==> src/rtl/instr_loader_pkg.sv <==
// rtl/instr_loader_pkg.sv - shared states and constants for the memory loaders
package instr_loader_pkg;

  typedef enum logic [2:0] {
    S_IDLE  = 3'd0,
    S_RECV  = 3'd1,
    S_WRITE = 3'd2,
    S_CHK   = 3'd3,
    S_DONE  = 3'd4,
    S_ERR   = 3'd5
  } state_t;

  localparam int WORD_BYTES    = 4;
  localparam int DEFAULT_DEPTH = 32;
  localparam int ADDR_SHIFT    = 2;

endpackage

==> src/rtl/byte_packer.sv <==
// rtl/byte_packer.sv - packs four bytes big-endian into a 32-bit word
// word_ready_o flags the shift that completes a word; word_o is valid the cycle after.
module byte_packer (
  input  logic        clk_i,
  input  logic        rst_i,
  input  logic        clear_i,
  input  logic        shift_en_i,
  input  logic [7:0]  byte_i,
  output logic [31:0] word_o,
  output logic        word_ready_o
);

  logic [31:0] r_word;
  logic [1:0]  r_cnt;

  always_ff @(posedge clk_i) begin
    if (rst_i || clear_i) begin
      r_word <= 32'd0;
      r_cnt  <= 2'd0;
    end else if (shift_en_i) begin
      r_word <= {r_word[23:0], byte_i};
      r_cnt  <= r_cnt + 2'd1;
    end
  end

  assign word_o       = r_word;
  assign word_ready_o = shift_en_i && (r_cnt == 2'd3);

endmodule

==> src/rtl/instr_mem_loader.sv <==
// rtl/instr_mem_loader.sv - byte-stream writer for the instruction memory
// Optional trailer XOR check enabled by INSTR_LOADER_CHECKSUM_EN.
module instr_mem_loader
  import instr_loader_pkg::*;
#(
  parameter int DEPTH = DEFAULT_DEPTH,
  parameter int LEN_W = 6
) (
  input  logic             clk_i,
  input  logic             rst_i,
  input  logic             start_i,
  input  logic [LEN_W-1:0] len_i,
  input  logic [7:0]       byte_i,
  input  logic             byte_valid_i,
  output logic             byte_ready_o,
  output logic             mem_we_o,
  output logic [31:0]      mem_addr_o,
  output logic [31:0]      mem_wdata_o,
  output logic             busy_o,
  output logic             done_o,
  output logic             err_o
);

  localparam logic [LEN_W-1:0] DEPTH_L = LEN_W'(DEPTH);

  state_t           r_state;
  state_t           w_next;
  logic [LEN_W-1:0] r_len;
  logic [LEN_W-1:0] r_word_cnt;
  logic             r_err;
  logic [31:0]      r_addr;
  logic [31:0]      r_wdata;

  logic             w_len_ok;
  logic             w_start_ok;
  logic             w_shift;
  logic             w_word_ready;
  logic [31:0]      w_word;
  logic [31:0]      w_addr;
  logic [LEN_W-1:0] w_cnt_next;
  logic             w_last;

  assign w_len_ok   = (len_i != '0) && (len_i <= DEPTH_L);
  assign w_start_ok = start_i && (r_state == S_IDLE) && w_len_ok;
  assign w_shift    = byte_valid_i && (r_state == S_RECV);
  assign w_addr     = 32'(r_word_cnt) << ADDR_SHIFT;
  assign w_cnt_next = r_word_cnt + LEN_W'(1);
  assign w_last     = (w_cnt_next == r_len);

  byte_packer u_packer (
    .clk_i        (clk_i),
    .rst_i        (rst_i),
    .clear_i      (w_start_ok),
    .shift_en_i   (w_shift),
    .byte_i       (byte_i),
    .word_o       (w_word),
    .word_ready_o (w_word_ready)
  );

  always_comb begin
    w_next       = r_state;
    byte_ready_o = 1'b0;
    mem_we_o     = 1'b0;
    busy_o       = 1'b0;
    done_o       = 1'b0;
    case (r_state)
      S_IDLE: begin
        if (start_i) w_next = w_len_ok ? S_RECV : S_ERR;
      end
      S_RECV: begin
        byte_ready_o = 1'b1;
        busy_o       = 1'b1;
        if (w_word_ready) w_next = S_WRITE;
      end
      S_WRITE: begin
        mem_we_o = 1'b1;
        busy_o   = 1'b1;
`ifdef INSTR_LOADER_CHECKSUM_EN
        if (w_last) w_next = S_CHK;
`else
        if (w_last) w_next = S_DONE;
`endif
        else w_next = S_RECV;
      end
`ifdef INSTR_LOADER_CHECKSUM_EN
      S_CHK: begin
        byte_ready_o = 1'b1;
        busy_o       = 1'b1;
        if (byte_valid_i) w_next = S_DONE;
      end
`endif
      S_DONE: begin
        done_o = 1'b1;
        w_next = S_IDLE;
      end
      S_ERR:   w_next = S_IDLE;
      default: w_next = S_IDLE;
    endcase
  end

  // Address/data show the live word during WRITE and hold the last written word otherwise.
  assign mem_addr_o  = (r_state == S_WRITE) ? w_addr : r_addr;
  assign mem_wdata_o = (r_state == S_WRITE) ? w_word : r_wdata;
  assign err_o       = r_err;

`ifdef INSTR_LOADER_CHECKSUM_EN
  logic [7:0] r_xor;

  always_ff @(posedge clk_i) begin
    if (rst_i || w_start_ok) begin
      r_xor <= 8'd0;
    end else if (w_shift) begin
      r_xor <= r_xor ^ byte_i;
    end
  end
`endif

  always_ff @(posedge clk_i) begin
    if (rst_i) begin
      r_state    <= S_IDLE;
      r_len      <= '0;
      r_word_cnt <= '0;
      r_err      <= 1'b0;
      r_addr     <= 32'd0;
      r_wdata    <= 32'd0;
    end else begin
      r_state <= w_next;
      if (start_i && (r_state == S_IDLE)) begin
        if (w_len_ok) begin
          r_len      <= len_i;
          r_word_cnt <= '0;
          r_err      <= 1'b0;
        end else begin
          r_err <= 1'b1;
        end
      end
      if (r_state == S_WRITE) begin
        r_word_cnt <= w_cnt_next;
        r_addr     <= w_addr;
        r_wdata    <= w_word;
      end
`ifdef INSTR_LOADER_CHECKSUM_EN
      if ((r_state == S_CHK) && byte_valid_i && (byte_i != r_xor)) r_err <= 1'b1;
`endif
    end
  end

endmodule

==> config.mk <==
export PLATFORM = sky130hd
export DESIGN_NAME = instr_mem_loader
export DESIGN_NICKNAME = d
export VERILOG_FILES = /design/src/rtl/instr_loader_pkg.sv /design/src/rtl/byte_packer.sv /design/src/rtl/instr_mem_loader.sv
export SDC_FILE = /design/constraint.sdc
export NUM_CORES = 1
export LEC_CHECK = 0
export ABC_AREA = 1
export CORE_MARGIN = 4
export CORE_UTILIZATION = 45
export CTS_CLUSTER_SIZE = 30
export DETAILED_ROUTE_END_ITERATION = 16
export PLACE_DENSITY = 0.82
export SYNTH_ARGS = -nofsm -noshare
export SYNTH_HDL_FRONTEND = slang
export SYNTH_SLANG_ARGS = --single-unit
==> constraint.sdc <==
create_clock -name clk_i -period 4.1 [get_ports clk_i]
set_input_delay 0.615 -clock clk_i [delete_from_list [all_inputs] [get_ports clk_i]]
set_output_delay 0.615 -clock clk_i [all_outputs]
set_load 0.01 [all_outputs]
== After elaboration in Yosys (flattened, before gate mapping) ==
Cells that the tools add are included.

* Flip-flop bits (word level): 114
* Output and inout port bits: 69

* Add/sub/neg operators: 2
* $lt $le $gt $ge: 1
* Equality and inequality tests: 7
* Muxes and demuxes: 15
* Reduce and logical (&&, ||, !) cells: 14

{| class="wikitable"
|+ Operators with widths
! kind !! count
|-
| 32-bit two-way mux || 2
|-
| 6-bit two-way mux || 3
|-
| 3-bit two-way mux || 4
|-
| 3-bit case mux with 3 select lines || 1
|-
| 6-bit by 1-bit adder with 6-bit output (second input constant) || 1
|-
| 6-bit equality test || 1
|-
| 6-bit <= comparator (second input constant) || 1
|-
| 2-bit AND reduction || 3
|-
| 6-bit nonzero test || 1
|-
| 1-bit logical AND || 5
|-
| 1-bit two-way mux || 5
|-
| 2-bit nonzero test || 2
|-
| 3-bit by 1-bit equality test with 1-bit output (second input constant) || 1
|-
| 3-bit by 2-bit equality test with 1-bit output (second input constant) || 1
|-
| 3-bit equality test (second input constant) || 1
|-
| 3-bit zero test || 1
|-
| 2-bit by 1-bit adder with 2-bit output (second input constant) || 1
|-
| 2-bit equality test (second input constant) || 1
|-
| 2-bit by 1-bit != test with 1-bit output (second input constant) || 1
|-
| 2-bit != test (second input constant) || 1
|-
| 2-bit OR reduction || 1
|-
| 1-bit logical OR || 1
|}

== Depth between registers and ports, before layout ==
Gate-level depths: netlist of run 1.

* Word-level depth: 5
* Gate-level depth with buffers: 11
* Mapped depth without buffers: 11

== Cells and area by module ==
From an unflattened synthesis of run 1, not the netlist that was laid out.

* Cells, all modules: 677
* Area total of the unflattened synthesis: 4844.6 µm²

{| class="wikitable"
|+ By module, submodules not included
! module !! instances !! cells an instance !! area each (µm²)
|-
| instr_mem_loader || 1 || 459 || 3409.5
|-
| byte_packer || 1 || 218 || 1435.1
|}

== Worst setup path after synthesis of run 1 ==
OpenSTA, ideal clock, no wires.

* Path type: register to output
* Start: register r_state[1]
* End: output mem_addr_o[4]
* Arrival time: 1.270 ns
* Data required time: 3.485 ns
* Slack: 2.215 ns
* Stages on the path, launching flop included: 7
* Buffers on the path: 1
* Cell sequence: dfxtp_1 inv_1 nor3_4 inv_1 clkbuf_1 o21ai_0 inv_1

* Word-level cells in the longest chain between the ends: 2

{| class="wikitable"
|+ Ends and longest elaborated chain
! item !! line !! RTL
|-
| from (decl) || instr_mem_loader.sv:26 || <nowiki>state_t r_state;</nowiki>
|-
| from (signal assigned) || instr_mem_loader.sv:127 || <nowiki>r_state <= w_next;</nowiki>
|-
| 3-bit by 2-bit equality test with 1-bit output || instr_mem_loader.sv:102 || <nowiki>assign mem_addr_o = (r_state == S_WRITE) ? w_addr : r_addr;</nowiki>
|-
| 32-bit two-way mux || n/a ||
|-
| to (decl) || instr_mem_loader.sv:17 || <nowiki>output logic [31:0] mem_addr_o,</nowiki>
|}

Every way passes these cells.

== Worst setup path after layout of run 1 ==
* Start: register r_state[1]
* End: output mem_wdata_o[28]

* Word-level cells in the longest chain between the ends: 2

{| class="wikitable"
|+ Ends and longest elaborated chain
! item !! line !! RTL
|-
| 3-bit by 2-bit equality test with 1-bit output || instr_mem_loader.sv:103 || <nowiki>assign mem_wdata_o = (r_state == S_WRITE) ? w_word : r_wdata;</nowiki>
|-
| 32-bit two-way mux || n/a ||
|-
| to (decl) || instr_mem_loader.sv:18 || <nowiki>output logic [31:0] mem_wdata_o,</nowiki>
|}

Every way passes these cells.

==> results of run 1 <==
[critical path, delay by kind of cell, from the launching register on]
family	cells	cell delay, ps
AO/OA/AOI/OAI	1	120
buffers and inverters	4	1470
AND/OR/NAND/NOR	2	350
flip-flops	1	430
[cell type report]
cell class	instances	area, sq um	area share [%]
timing repair buffer	90	886	14.5
clock inverter	9	155	2.54
inverter	92	345	5.66
tap	133	166	2.73
clock buffer	21	459	7.52
multi-input combinational	379	1810	29.6
sequential	114	2280	37.4
[Yosys cell counts]
library cell and instances:
clkbuf_2 1, ha_1 2, buf_4 5, nor2_4 1
nand2_2 2, or2_2 37, nand2_1 75, o21ai_1 1
inv_1 92, nor3_4 1, nand3_1 51, a21oi_1 48
nand4_1 2, nor2_1 78, nor3_1 29, buf_1 2
xor2_1 3, buf_2 7, o21bai_1 1, dfxtp_1 114
nor2_2 1, o21ai_0 45, clkbuf_1 23, a211oi_1 2
[state kept, by name (all words and copies together) (netlist names)]
| signal | cells |
|---|---|
| r_addr | 32 |
| err_o | 1 |
| r_wdata | 32 |
| r_word_cnt | 6 |
| u_packer.word_o | 32 |
| r_state | 3 |
| r_len | 6 |
| u_packer.r_cnt | 2 |
[cell usage in the layout, fill, tap and decap left out, types with 2 or more instances in the layout]
master	Yosys	layout
nand2_2	2	2
clkbuf_16	0	16
nor3_1	29	29
o21ai_0	45	45
buf_4	5	4
xor2_1	3	3
ha_1	2	2
bufinv_16	0	4
dfxtp_1	114	114
a21oi_1	48	48
nor2_1	78	78
or2_2	37	37
clkinv_4	0	2
clkinv_2	0	2
a211oi_1	2	2
clkbuf_8	0	4
inv_1	92	92
nand3_1	51	51
nand2_1	75	75
clkdlybuf4s50_1	0	85
nand4_1	2	2
[metrics by stage]
stage | std cells | area, sq um
2_1_floorplan | 623 | 4610
3_3_place_gp | 808 | 5490
3_5_place_dp | 808 | 5490
4_1_cts | 838 | 6100
5_1_grt | 838 | 6100
6_report | 838 | 6100
[logic make-up after synthesis]
family / share of synthesized area, %
XOR/XNOR: 0.570
AO/OA/AOI/OAI: 10.7
adder cells (fa/ha/maj): 0.543
flip-flops: 49.5
AND/OR/NAND/NOR: 27.5
buffers and inverters: 11.2
[power breakdown]
group / switching (uW) / leakage, uW / internal (uW)
combinational: 85.6 / 0.00150 / 44.1
clock: 475 / 0.000300 / 1030
sequential: 10.6 / 0.000920 / 1120
[routing by layer]
layer | up-vias | GRT usage [%]
li1 | 2096 | -
met1 | 1881 | 22.8
met2 | 121 | 30.6
met3 | 8 | 5.33
met4 | 0 | 6.32
met5 | - | 0
[final timing paths]
path	endpoint	slack, ps
worst max register to register	r_state[2]	1850
worst max-delay path	mem_wdata_o[28]	570
worst min register to register	r_addr[0]	440
worst min-delay path	r_addr[0]	440
==> impl_metrics.json, run 1 <==
{
  "grt-ovfl-total": 0,
  "ys_seq_elements": 114,
  "gp_congestion": 0.806,
  "clk_pin_slew_ps": 50,
  "grtUsageTotal_pct": 18.4,
  "max_freq_ghz": 0.283,
  "crit_top_cell": "inv_1",
  "syn_to_final_growth_pct": 32.4,
  "reg2reg_depth": 9,
  "critPathKind": "register to output port",
  "fin_worst_skew_ps": 7.38,
  "wl_met2_mm": 5.12,
  "critPathSlowestCell": "buf_4",
  "antenna_found_initial": 0,
  "whs_ps": 443,
  "drtIter0Drc": 272,
  "fin_util_pct": 61.9,
  "yosysTopAreaCellShare_pct": 49.5,
  "dp_hpwl_mm": 6.73,
  "fin_tns_setup_ps": 0,
  "avgSynthCellArea_sq_um": 7.40,
  "dpl_worst_slack_ps": 1110,
  "synth_area_leaders": "dfxtp_1 (50%), inv_1 (7.5%), nor2_1 (6.4%), nand2_1 (6.1%), nand3_1 (5.5%)",
  "io_pins": 87,
  "p_per_area_nw_per_um2": 453,
  "r2r_start": "r_state[0]",
  "die_x_microns": 109,
  "wl_met3_microns": 590,
  "clock_sinks": 114,
  "cts_max_level": 4,
  "cts_tree": "done",
  "post-route-period-util_pct": 86.2,
  "setup_viol": 0,
  "ys_seq_area_share_pct": 49.5,
  "die_y_microns": 109,
  "hp-start": "r_addr[0]",
  "fillers": 823,
  "p_total_uw": 2760,
  "grt_max_degree": 99,
  "drtAntennaViolNets": 0,
  "syn-num-nets": 643,
  "crit_path_end_kind": "output port",
  "nets": 714,
  "met1_length_mm": 4.78,
  "path_cells": "inv_1 -> nor3_4 -> buf_4 -> or2_2 -> o21ai_0 -> inv_1 -> clkdlybuf4s50_1",
  "cts_buffers": 17,
  "drcViolationCount": 0,
  "ctsResizeCount": 0,
  "port_buffers": 86,
  "hold_viol": 0,
  "crit_start": "r_state[1]",
  "arrival_ps": 2920,
  "core_sq_um": 9860,
  "start_kind": "register",
  "yosys.area.top_type": "dfxtp_1",
  "synth_cells": 623,
  "num_antenna_cells": 0,
  "dr.pass1.iters": 7,
  "cpPeakStageDelay_ps": 680,
  "clk_latency_ps": 500,
  "fin_crit_ps": 3530,
  "leakagePower_uw": 0.00272,
  "grt_pass1_wl_mm": 17.6,
  "highest_layer": "met4",
  "maxCapViolations": 0,
  "fin_ws_ps": 567,
  "clock_path_buffers": 2,
  "hold_buffers": 0,
  "row_count": 36,
  "relSlewSlack_pct": 23.7,
  "min_path_cells": 2,
  "drt-total-wl_mm": 10.6,
  "syn_area_sq_um": 4610,
  "yosys_warnings": 0,
  "tightestPinTransition_ps": 1140,
  "root_buffer": "clkbuf_8",
  "vdd_drop_max_mv": 0.290,
  "grt_pass1_vias": 3962,
  "drv_slew": 0,
  "rsz0062_at_grt": "false",
  "path_max_fanout": 98,
  "hold_class": "register to register",
  "outcome": "finished, final reports clean",
  "required_ps": 3480,
  "vias_per_cell": 4.90,
  "drive_above_1_share_pct": 10.8,
  "ys_types": 24,
  "post_cts_buffers": 0,
  "start_util_pct": 46.7,
  "wl_per_cell_microns": 12.6,
  "vias": 4106,
  "fp.dieArea_sq_um": 11900
}
Note: power is estimated with default switching activity, not from simulation.
==> run 2: changes to the inputs <==
--- a/config.mk
+++ b/config.mk
@@ -10,7 +10,8 @@
 export CORE_UTILIZATION = 45
 export CTS_CLUSTER_SIZE = 30
 export DETAILED_ROUTE_END_ITERATION = 16
-export PLACE_DENSITY = 0.82
+export PLACE_DENSITY = 0.79
+export RECOVER_POWER = 50
 export SYNTH_ARGS = -nofsm -noshare
 export SYNTH_HDL_FRONTEND = slang
 export SYNTH_SLANG_ARGS = --single-unit
==> impl_metrics.json, run 2 (same netlist as run 1, synthesis figures left out) <==
{
  "crit_top_cell": "inv_1",
  "wl_per_cell_microns": 12.7,
  "root_buffer": "clkbuf_8",
  "ff2ff_setup_slack_ps": 1390,
  "fp.dieArea_sq_um": 11900,
  "drv_slew": 0,
  "fin_crit_ps": 3560,
  "cts_max_level": 4,
  "start_util_pct": 46.7,
  "vias": 4181,
  "crit_path_end_kind": "output port",
  "drtIter0Drc": 232,
  "final_common_cell": "dfxtp_1",
  "grt_pass1_wl_mm": 17.8,
  "start_kind": "register",
  "drcViolationCount": 0,
  "nets": 715,
  "core_sq_um": 9860,
  "critPathSlowestCell": "buf_4",
  "clk_latency_ps": 510,
  "whs_ps": 442,
  "maxCapViolations": 0,
  "required_ps": 3480,
  "clk_pin_slew_ps": 50,
  "grtUsageTotal_pct": 18.7,
  "port_buffers": 86,
  "cts_tree": "done",
  "row_count": 36,
  "fillers": 837,
  "clock_sinks": 114,
  "final_cell_mix": "dfxtp_1 (114), inv_1 (92), clkdlybuf4s50_1 (84)",
  "fin_util_pct": 61.8,
  "die_x_microns": 109,
  "ctsResizeCount": 0,
  "relSlewSlack_pct": 20.2,
  "path_max_fanout": 98,
  "fin_worst_skew_ps": 6.88,
  "leakagePower_uw": 0.00272,
  "fin_ws_ps": 545,
  "die_y_microns": 109,
  "clock_path_buffers": 2,
  "io_pins": 87,
  "vias_per_cell": 4.97,
  "drtAntennaViolNets": 0,
  "num_antenna_cells": 0,
  "hold_viol": 0,
  "max_freq_ghz": 0.281,
  "arrival_ps": 2940,
  "path_cells": "inv_1 -> nor3_1 -> buf_4 -> or2_2 -> o21ai_0 -> inv_1 -> clkdlybuf4s50_1",
  "post-route-period-util_pct": 86.7,
  "cts_buffers": 17,
  "grt-ovfl-total": 0,
  "post_cts_buffers": 0,
  "drt-total-wl_mm": 10.7,
  "rsz0062_at_grt": "false",
  "dpl_worst_slack_ps": 1160,
  "vdd_drop_max_mv": 0.254,
  "hold_class": "register to register",
  "tightestPinTransition_ps": 1190,
  "outcome": "finished, final reports clean",
  "dr.pass1.iters": 5,
  "hold_buffers": 0,
  "grt_pass1_vias": 4125,
  "gp_congestion": 0.838,
  "antenna_found_initial": 0,
  "p_total_uw": 2770,
  "critPathKind": "register to output port",
  "p_per_area_nw_per_um2": 455,
  "dp_hpwl_mm": 6.91,
  "fin_tns_setup_ps": 0,
  "drive_above_1_share_pct": 10.6,
  "syn_to_final_growth_pct": 32.2,
  "cpPeakStageDelay_ps": 690,
  "grt_max_degree": 99,
  "setup_viol": 0
}
## run 2: path summary, 6_finish.rpt
check | from | end | cells past startpoint
worst max register to register | r_state[0] | r_state[2] | 8
worst max-delay path | r_state[1] | mem_wdata_o[6] | 7
worst min-delay path | r_addr[25] | r_addr[25] | 2
worst min register to register | r_addr[25] | r_addr[25] | 2
## run 2: critical path: cells and delay by family, from the launching register on
family                 cells  cell delay (ps)
and+or+nand+nor            2              420
buffers and inverters      4             1390
AOI/OAI and AO/OA          1              120
DFF                        1              450
## run 2: metal layers
metal | vias up | wire length (microns) | global-route usage (%)
met5 | - | 0 | 0
met4 | 0 | 212 | 8.64
met3 | 25 | 790 | 5.80
met2 | 164 | 5040 | 31.4
met1 | 1894 | 4610 | 21.9
li1 | 2098 | - | -
## run 2: area by class of cell
type | count | area, sq um | share of cell area (%)
Clock buffer | 19 | 432 | 7.08
Clock inverter | 13 | 184 | 3.02
Inverter | 92 | 345 | 5.67
Multi-Input combinational cell | 379 | 1790 | 29.4
Sequential cell | 114 | 2280 | 37.5
Tap cell | 133 | 166 | 2.73
Timing Repair Buffer | 91 | 893 | 14.7
## run 2: metrics by stage
stage	instances	area (sq um)
final	841	6090
after CTS	841	6110
after detailed placement	809	5500
after global routing	841	6090
after global placement	809	5500
after floorplan	623	4610
## run 2: report_power, final
group / internal, uW / switching (uW) / total (uW)
clock: 1000 / 510 / 1510
combinational: 43.6 / 85.0 / 129
sequential: 1120 / 9.61 / 1130
